[src/rtl/riscv_hpm_pkg.sv]
// Shared constants and types for the hardware performance counter bank.
// Defaults here are the bank's parameter defaults.
package riscv_hpm_pkg;

    localparam int unsigned HPM_NUM_COUNTERS  = 4;
    localparam int unsigned HPM_COUNTER_WIDTH = 64;
    localparam int unsigned HPM_STEP_WIDTH    = 2;

    typedef logic [4:0] hpm_idx_t;

endpackage

[src/rtl/riscv_hpm_counter_slice.sv]
// One performance counter: CSR write merge, gated increment, sticky overflow.
// A CSR write in the same cycle as an increment wins and never flags overflow.
module riscv_hpm_counter_slice
    import riscv_hpm_pkg::*;
#(
    parameter int unsigned COUNTER_WIDTH = HPM_COUNTER_WIDTH,
    parameter int unsigned STEP_WIDTH    = HPM_STEP_WIDTH
) (
    input  logic                     clk,
    input  logic                     reset_n,
    input  logic                     inc_valid,
    input  logic [STEP_WIDTH-1:0]    inc_amount,
    input  logic                     inhibit,
    input  logic                     wr_en,
    input  logic                     wr_hi,
    input  logic [31:0]              wr_data,
    input  logic                     ovf_clr,
    output logic [COUNTER_WIDTH-1:0] count,
    output logic                     ovf_flag
);

    logic [COUNTER_WIDTH-1:0] count_d, count_q;
    logic                     ovf_d, ovf_q;
    logic [63:0]              wr_merge;
    logic [COUNTER_WIDTH:0]   sum;
    logic                     inc_fire;

    always_comb begin
        wr_merge = 64'(count_q);
        if (wr_hi) wr_merge[63:32] = wr_data;
        else       wr_merge[31:0]  = wr_data;

        sum = {1'b0, count_q}
            + {{(COUNTER_WIDTH + 1 - STEP_WIDTH){1'b0}}, inc_amount};
        inc_fire = inc_valid && !inhibit && (inc_amount != '0);

        count_d = count_q;
        ovf_d   = ovf_q;
        if (ovf_clr) ovf_d = 1'b0;

        // Set after clear so a coincident carry keeps the flag.
        if (wr_en) begin
            count_d = wr_merge[COUNTER_WIDTH-1:0];
        end else if (inc_fire) begin
            count_d = sum[COUNTER_WIDTH-1:0];
            if (sum[COUNTER_WIDTH]) ovf_d = 1'b1;
        end
    end

    always_ff @(posedge clk or negedge reset_n) begin
        if (!reset_n) begin
            count_q <= '0;
            ovf_q   <= 1'b0;
        end else begin
            count_q <= count_d;
            ovf_q   <= ovf_d;
        end
    end

    assign count    = count_q;
    assign ovf_flag = ovf_q;

endmodule

[src/rtl/riscv_hpm_counter_bank.sv]
// Bank of HPM counters with CSR read/write port, overflow flags and irq.
// Reads return the pre-update value one cycle after rd_en.
module riscv_hpm_counter_bank
    import riscv_hpm_pkg::*;
#(
    parameter int unsigned NUM_COUNTERS  = HPM_NUM_COUNTERS,
    parameter int unsigned COUNTER_WIDTH = HPM_COUNTER_WIDTH,
    parameter int unsigned STEP_WIDTH    = HPM_STEP_WIDTH
) (
    input  logic                                    clk,
    input  logic                                    reset_n,
    input  logic [NUM_COUNTERS-1:0]                 inc_valid,
    input  logic [NUM_COUNTERS-1:0][STEP_WIDTH-1:0] inc_amount,
    input  logic [NUM_COUNTERS-1:0]                 inhibit,
    input  logic                                    wr_en,
    input  logic [4:0]                              wr_idx,
    input  logic                                    wr_hi,
    input  logic [31:0]                             wr_data,
    input  logic                                    rd_en,
    input  logic [4:0]                              rd_idx,
    input  logic                                    rd_hi,
    output logic                                    rd_valid,
    output logic [31:0]                             rd_data,
    input  logic [NUM_COUNTERS-1:0]                 ovf_irq_en,
    input  logic [NUM_COUNTERS-1:0]                 ovf_clr,
    output logic [NUM_COUNTERS-1:0]                 ovf_flag,
    output logic                                    irq
);

    logic [COUNTER_WIDTH-1:0] count [NUM_COUNTERS];

    logic        rd_valid_d, rd_valid_q;
    logic [31:0] rd_data_d, rd_data_q;
    logic        irq_d, irq_q;
    logic [63:0] rd_sel;
    logic [31:0] rd_word;

    for (genvar i = 0; i < NUM_COUNTERS; i++) begin : g_slice
        riscv_hpm_counter_slice #(
            .COUNTER_WIDTH (COUNTER_WIDTH),
            .STEP_WIDTH    (STEP_WIDTH)
        ) u_slice (
            .clk        (clk),
            .reset_n    (reset_n),
            .inc_valid  (inc_valid[i]),
            .inc_amount (inc_amount[i]),
            .inhibit    (inhibit[i]),
            .wr_en      (wr_en && (wr_idx == 5'(i))),
            .wr_hi      (wr_hi),
            .wr_data    (wr_data),
            .ovf_clr    (ovf_clr[i]),
            .count      (count[i]),
            .ovf_flag   (ovf_flag[i])
        );
    end

    // Out-of-range indices and the missing upper half of 32-bit counters read 0.
    always_comb begin
        rd_sel = '0;
        for (int i = 0; i < NUM_COUNTERS; i++) begin
            if (rd_idx == 5'(i)) rd_sel = 64'(count[i]);
        end
        rd_word    = rd_hi ? rd_sel[63:32] : rd_sel[31:0];
        rd_valid_d = rd_en;
        rd_data_d  = rd_en ? rd_word : rd_data_q;
        irq_d      = |(ovf_flag & ovf_irq_en);
    end

    always_ff @(posedge clk or negedge reset_n) begin
        if (!reset_n) begin
            rd_valid_q <= 1'b0;
            rd_data_q  <= '0;
            irq_q      <= 1'b0;
        end else begin
            rd_valid_q <= rd_valid_d;
            rd_data_q  <= rd_data_d;
            irq_q      <= irq_d;
        end
    end

    assign rd_valid = rd_valid_q;
    assign rd_data  = rd_data_q;
    assign irq      = irq_q;

endmodule

[config.mk]
export PLATFORM = sky130hd
export DESIGN_NAME = riscv_hpm_counter_bank
export DESIGN_NICKNAME = d
export VERILOG_FILES = /design/src/rtl/riscv_hpm_pkg.sv /design/src/rtl/riscv_hpm_counter_slice.sv /design/src/rtl/riscv_hpm_counter_bank.sv
export SDC_FILE = /design/constraint.sdc
export NUM_CORES = 1
export LEC_CHECK = 0
export BUFFER_PORTS_ARGS = -buffer_cell sky130_fd_sc_hd__buf_4
export CAP_MARGIN = 20
export CORE_ASPECT_RATIO = 1.25
export CORE_MARGIN = 2
export CORE_UTILIZATION = 30
export CTS_BUF_LIST = sky130_fd_sc_hd__clkbuf_4 sky130_fd_sc_hd__clkbuf_8 sky130_fd_sc_hd__clkbuf_16
export DETAILED_ROUTE_END_ITERATION = 8
export HOLD_SLACK_MARGIN = 0.02
export MAX_ROUTING_LAYER = met4
export PLACE_DENSITY_LB_ADDON = 0.05
export SYNTH_ARGS = -nofsm -noshare
export SYNTH_HDL_FRONTEND = slang
export SYNTH_SLANG_ARGS = --single-unit
[constraint.sdc]
create_clock -name clk -period 7.48 [get_ports clk]
set_input_delay 1.496 -clock clk [delete_from_list [all_inputs] [get_ports clk]]
set_output_delay 1.496 -clock clk [all_outputs]
set_load 0.02 [all_outputs]
; Yosys cells after proc, flatten, opt, wreduce, memory -nomap -nowiden
; Cells that the tools add are included.
[totals]
ff_bits = 294
input_bits = 72
word_cells = 100
[classes]
add_sub_neg = 4
eq_ne = 14
muxes = 31
bitwise_logic = 1
reduce_logical = 35
[ops]
columns = operator, n
row1 = 64-bit 2-to-1 mux, 12
row2 = 64-bit by 2-bit adder with 65-bit output, 4
row3 = 32-bit 2-to-1 mux, 3
row4 = "5-bit by 2-bit == test with 1-bit output, second input constant", 4
row5 = 1-bit 2-to-1 mux, 16
row6 = "2-bit inequality test, second input constant", 8
row7 = 2-bit AND reduction, 8
row8 = 2-bit nonzero test, 8
row9 = 1-bit logical AND, 12
row10 = "5-bit by 1-bit == test with 1-bit output, second input constant", 2
row11 = 5-bit zero test, 2
row12 = 4-bit bitwise AND, 1
row13 = 1-bit zero test, 4
row14 = 4-bit OR reduction, 1

; Logic depth before layout (Yosys ltp)
[depth]
word_depth = 6
mapped_depth = 11
mapped_depth_nobuf = 9

; Cells and area by module
; Synthesis repeated with hierarchy kept, for this count alone.
[hier_totals]
hier_cells = 2561
area_unflattened_um2 = 21008.9
[modules_own_cells]
columns = mod, instances, cells_per_inst, area_per_inst_um2, seq_area_each_um2
row1 = riscv_hpm_counter_slice at g_slice[2].u_slice ..., 2, 528, 4349.2, 1626.6
row2 = riscv_hpm_counter_slice at g_slice[0].u_slice, 1, 553, 4419.2, 1626.6
row3 = riscv_hpm_counter_slice at g_slice[1].u_slice, 1, 532, 4416.7, 1626.6
row4 = riscv_hpm_counter_bank, 1, 420, 3474.6, 850.8

; Worst setup path before layout
; OpenSTA, ideal clock, no wires.
[synth_timing]
path_type = in2reg
from = in inc_amount[6] in the netlist's numbering
to = reg g_slice[3].u_slice.count_q[36]
arrival_ps = 3739
t_required_ps = 7356
slack_ps = 3617
path_stages = 10
n_path_buf = 1
cell_sequence = ha_1 > inv_1 > fa_1 > and4b_1 > and3_1 > buf_2 > nand2_1 > or3_1 > o211a_1 > a211o_1
[synth_between]
elab_chain_cells = 4
elab_cells_between_ends = 7
classes_between = add/sub (1) / mux (2) / reduce/logical (4)
[synth_lines]
columns = element, line
row1 = "start, declared", riscv_hpm_counter_bank.sv:13  ; input logic [NUM_COUNTERS-1:0][STEP_WIDTH-1:0] inc_amount,
row2 = branches (longest 4 deep; another with 64-bit by 2-bit adder with 65-bit output), n/a
row3 = "end signal, assigned", riscv_hpm_counter_slice.sv:55  ; count_q <= count_d;
row4 = "end, declared", riscv_hpm_counter_slice.sv:22  ; logic [COUNTER_WIDTH-1:0] count_d, count_q;
; Parallel ways; which one is timed is not known. The select of a mux whose other input is x is not followed.
; A chain may end at the register's enable or synchronous reset.

; Final worst setup path
[layout_timing]
from = in wr_idx[3]
to = reg g_slice[1].u_slice.count_q[50]
[layout_between]
elab_chain_cells = 4
elab_cells_between_ends = 6
classes_between = eq/ne (2) / mux (1) / reduce/logical (3)
[layout_lines]
columns = element, line
row1 = "start, declared", riscv_hpm_counter_bank.sv:16  ; input logic [4:0] wr_idx,
row2 = 5-bit by 1-bit == test with 1-bit output (*), riscv_hpm_counter_bank.sv:48  ; .wr_en (wr_en && (wr_idx == 5'(i))),
row3 = 1-bit logical AND (*), riscv_hpm_counter_bank.sv:48
row4 = 2-bit inequality test (no source line) / 2-bit nonzero test (equally long branches), n/a
row5 = 2-bit AND reduction (no source line), n/a
row6 = "end signal, assigned", riscv_hpm_counter_slice.sv:55
row7 = "end, declared", riscv_hpm_counter_slice.sv:22
; Mark *: on every way between the ends. The rest lies on a longest branch, timed or not.

==> flow_metrics.py <==
metrics = {
    "clock_tree": {
        "cts.clk_slew.worst_paths_ps": 60,
        "numCtsBuffers": 40,
        "cts.sinks": 294,
        "tritoncts": "done",
        "clock_latency_ps": 580,
        "clockBufferDepth": 3,
        "htree_levels": 2,
        "cts-resized-gates": 0,
        "hold_buffers": 0,
        "clock-root-buffer": "clkbuf_16",
        "postCtsSetupRepairBufs": 0,
    },
    "route": {
        "vias": 22080,
        "post_drt_via_cell_ratio": 6.381,
        "drt_wl_total_um": 107400,
        "drc": 0,
        "wire_per_inst_um": 31.03,
        "drt_iter0_markers": 2232,
        "firstDrtPassIters": 5,
        "ant_nets": 0,
    },
    "critical_path": {
        "worst-path-buf-inv": 2,
        "arrival_ps": 4940,
        "crit_required_ps": 7950,
        "worstPathMaxFanout": 42,
        "setup.worst_path.start_class": "input port",
        "crit_slowest_cell": "nand2_1",
        "critical_path.top_delay_family": "simple AND/OR/NAND/NOR gates",
        "endpoint_kind": "flip-flop",
        "cp_cell_sequence": "buf_4 -> or4b_1 -> nor3b_4 -> buf_4 -> nand2_1 -> nand2_1 -> o21ai_0 -> a22oi_1",
        "cp_slowest_stage_delay_ps": 830,
        "setup.worst_path.class": "input port to flip-flop",
    },
    "power_and_ir_drop": {
        "peakVddDrop_mv": 0.1148,
        "p_per_area_mw_per_mm2": 224.4,
        "power.leakage_nw": 8.793,
    },
    "floorplanning": {
        "fp.coreArea_mm2": 0.06788,
        "dieArea_mm2": 0.07052,
        "start_util": 0.3023,
        "rows": 107,
        "die_w_um": 237.9,
        "fp.dieH_um": 296.4,
        "io_pins": 110,
    },
    "yosys": {
        "synthMuxAreaShare": 0.03896,
        "yosysUniqueCellTypes": 86,
        "synth_xor_area_frac": 0.002561,
        "synth-compound-area-share": 0.2760,
        "seq_area_frac_synth": 0.3585,
        "synth-simple-area-share": 0.2635,
        "synthFlopType": "dfrtp_1",
        "ys_warn_count": 0,
        "synth_edf_count": 0,
        "synthAdderAreaFrac": 0.008780,
        "synth.ff_latch_count": 294,
        "synth_cells": 2575,
        "synth.net_count": 2659,
        "synth_top_family_by_area": "compound AO/OA/AOI/OAI gates",
        "syn_area_per_cell_um2": 7.969,
        "synth_area_mm2": 0.02052,
        "async_flop_share": 1.000,
    },
    "layout": {
        "multi_input_area_mm2": 0.01216,
        "num-fill-cells": 7195,
        "num-nets-final": 2644,
        "fin_area_mm2": 0.02326,
        "register_area_mm2": 0.007357,
        "area_delta_synth_final_pct": 13.37,
        "drive_gt1_frac": 0.1271,
    },
    "placed_design": {
        "portBuffers": 109,
        "pre_cts_slack_ps": 2503,
        "hpwl_um": 75380,
        "post_dp_cell_area_mm2": 0.02189,
        "gp_congestion": 0.9600,
    },
    "timing": {
        "fin_setup_tns_ps": 0,
        "fin_crit_sh": 0.5969,
        "rsz0062_at_grt": "no",
        "max_freq_mhz": 224.0,
        "hold_viol": 0,
        "setup_viol_count_final": 0,
        "slew_violations": 0,
        "tightest_slew_ps": 1139,
        "min_period_ps": 4464,
        "worst_slack_ps": 3016,
        "finClkSkew_ps": 24.57,
        "slew_headroom": 0.2380,
    },
    "global_route": {
        "grt_pass1_vias": 20550,
        "grt_usage": 0.3078,
        "antenna_found_initial": 2,
        "grt_remaining_overflow": 0,
        "grt_start_max_net_pins": 107,
        "grt_pass1_wl_um": 152700,
    },
    "outcome": {
        "status": "finished, final reports clean",
    },
    "job": {
        "drv_cap": 0,
    },
    "worst_hold_path": {
        "worstHoldPathType": "flip-flop to flip-flop",
    },
}
==> where the power goes <==
part	internal (W)	switching [W]	leakage (nW)	total (W)
combinational	0.000365	0.000611	4.39	0.000976
clock	0.00118	0.000821	0.662	0.00200
sequential	0.00182	0.000426	3.74	0.00224
total	0.00336	0.00186	8.79	0.00522
==> worst reg2reg max path, delay by kind of cell (launching register included) <==
| kind | cells | cell delay [ps] |
|---|---|---|
| fa+ha+maj | 2 | 680 |
| simple gates | 4 | 2030 |
| flops | 1 | 430 |
| buf+inv | 1 | 60 |
| compound gates | 1 | 150 |
==> through the flow <==
stage / hold WS, ps / power (W) / cells / utilization
after floorplan: 473.1 / 0.002664 / 2575 / -
after global placement: 525.7 / 0.003214 / 3386 / 0.3225
after detailed placement: 526.1 / 0.003228 / 3386 / 0.3225
after CTS: 541.5 / 0.005243 / 3456 / 0.3419
after global routing: 554.9 / 0.005426 / 3460 / 0.3427
final: 541.4 / 0.005220 / 3461 / 0.3427
==> path summary, 6_finish.rpt <==
kind	from	end	slack [ps]	cells past startpoint
worst min register to register	rd_data[2]	rd_data[2]	540	2
worst min-delay path	rd_data[2]	rd_data[2]	540	2
max in group asynchronous	reset_n	g_slice[1].u_slice.count[19]	5110	2
worst max register to register	g_slice[1].u_slice.count[0]	g_slice[1].u_slice.ovf_flag	4070	8
worst max-delay path	wr_idx[3]	g_slice[1].u_slice.count[50]	3020	8
min in group asynchronous	reset_n	g_slice[2].u_slice.count[0]	910	1
==> state kept, by name, summed over array words and instances (netlist names) <==
register and count:
g_slice.u_slice.count 256, rd_data 32, g_slice.u_slice.ovf_flag 4, irq 1, rd_valid 1
==> logic make-up (layout without fill, tap and decap cells) <==
| logic type | count (synthesis) | count (layout) |
|---|---|---|
| xor gates and xnor gates | 6 | 6 |
| and+or+nand+nor | 1061 | 1061 |
| muxes | 73 | 73 |
| buffers and inverters | 253 | 266 |
| AOI/OAI and AO/OA | 876 | 876 |
| DFF | 294 | 294 |
| adders and majority gates | 12 | 12 |
| other | 0 | 1 |
==> cells in the final DEF, fill, tap and decap left out, types with 13 or more instances in the layout <==
cell type,n
dfrtp_1,294
a21oi_1,270
nand2_1,248
nor2_1,236
buf_4,143
o21ai_0,135
nand3_1,133
nand4_1,92
nor3_1,92
o22ai_1,91
and3_1,64
mux2_2,55
a211oi_1,51
inv_1,48
nor4_1,47
a22oi_1,41
clkbuf_16,41
a31oi_1,36
o22a_1,35
a221oi_1,33
o211ai_1,28
and4_1,25
or3_1,25
a311oi_1,21
mux2i_1,18
and2_1,16
o31ai_1,16
a2bb2oi_1,13
==> per-layer routing <==
metal / vias to the layer above / wire length (µm) / GRT usage
li1: 9812 / - / -
met1: 11170 / 43650 / 0.3734
met2: 893 / 51010 / 0.5008
met3: 211 / 5895 / 0.03526
met5: - / 0 / -
met4: 0 / 6831 / 0.1698
==> cell type report <==
class,count,share of cell area
sequential,294,0.3162
multi-input combinational,2028,0.5227
tap,872,0.04690
timing repair buffer,148,0.04980
inverter,48,0.007745
antenna,1,0.0001076
clock inverter,11,0.004733
clock buffer,59,0.05179
==> synthesized netlist by cell type (all sizes together), types with 16 or more instances <==
cell type,count,share of area
mux2i,18,0.0088
buf,52,0.014
o22ai,91,0.028
o211ai,28,0.010
nor4,55,0.021
nor3,96,0.024
a22oi,41,0.015
and4,25,0.011
nand3,138,0.035
a31oi,36,0.011
nand2,249,0.046
o22a,36,0.015
mux2,55,0.030
a21oi,270,0.066
a211oi,51,0.019
nand4,94,0.029
and3,68,0.021
a311oi,21,0.0090
dfrtp,294,0.36
o21ai,137,0.034
inv,48,0.0088
or3,26,0.0079
clkbuf,153,0.029
and2,18,0.0056
o31ai,16,0.0059
a221oi,33,0.014
nor2,241,0.045
No activity file was read; power rests on OpenSTA's default activity.
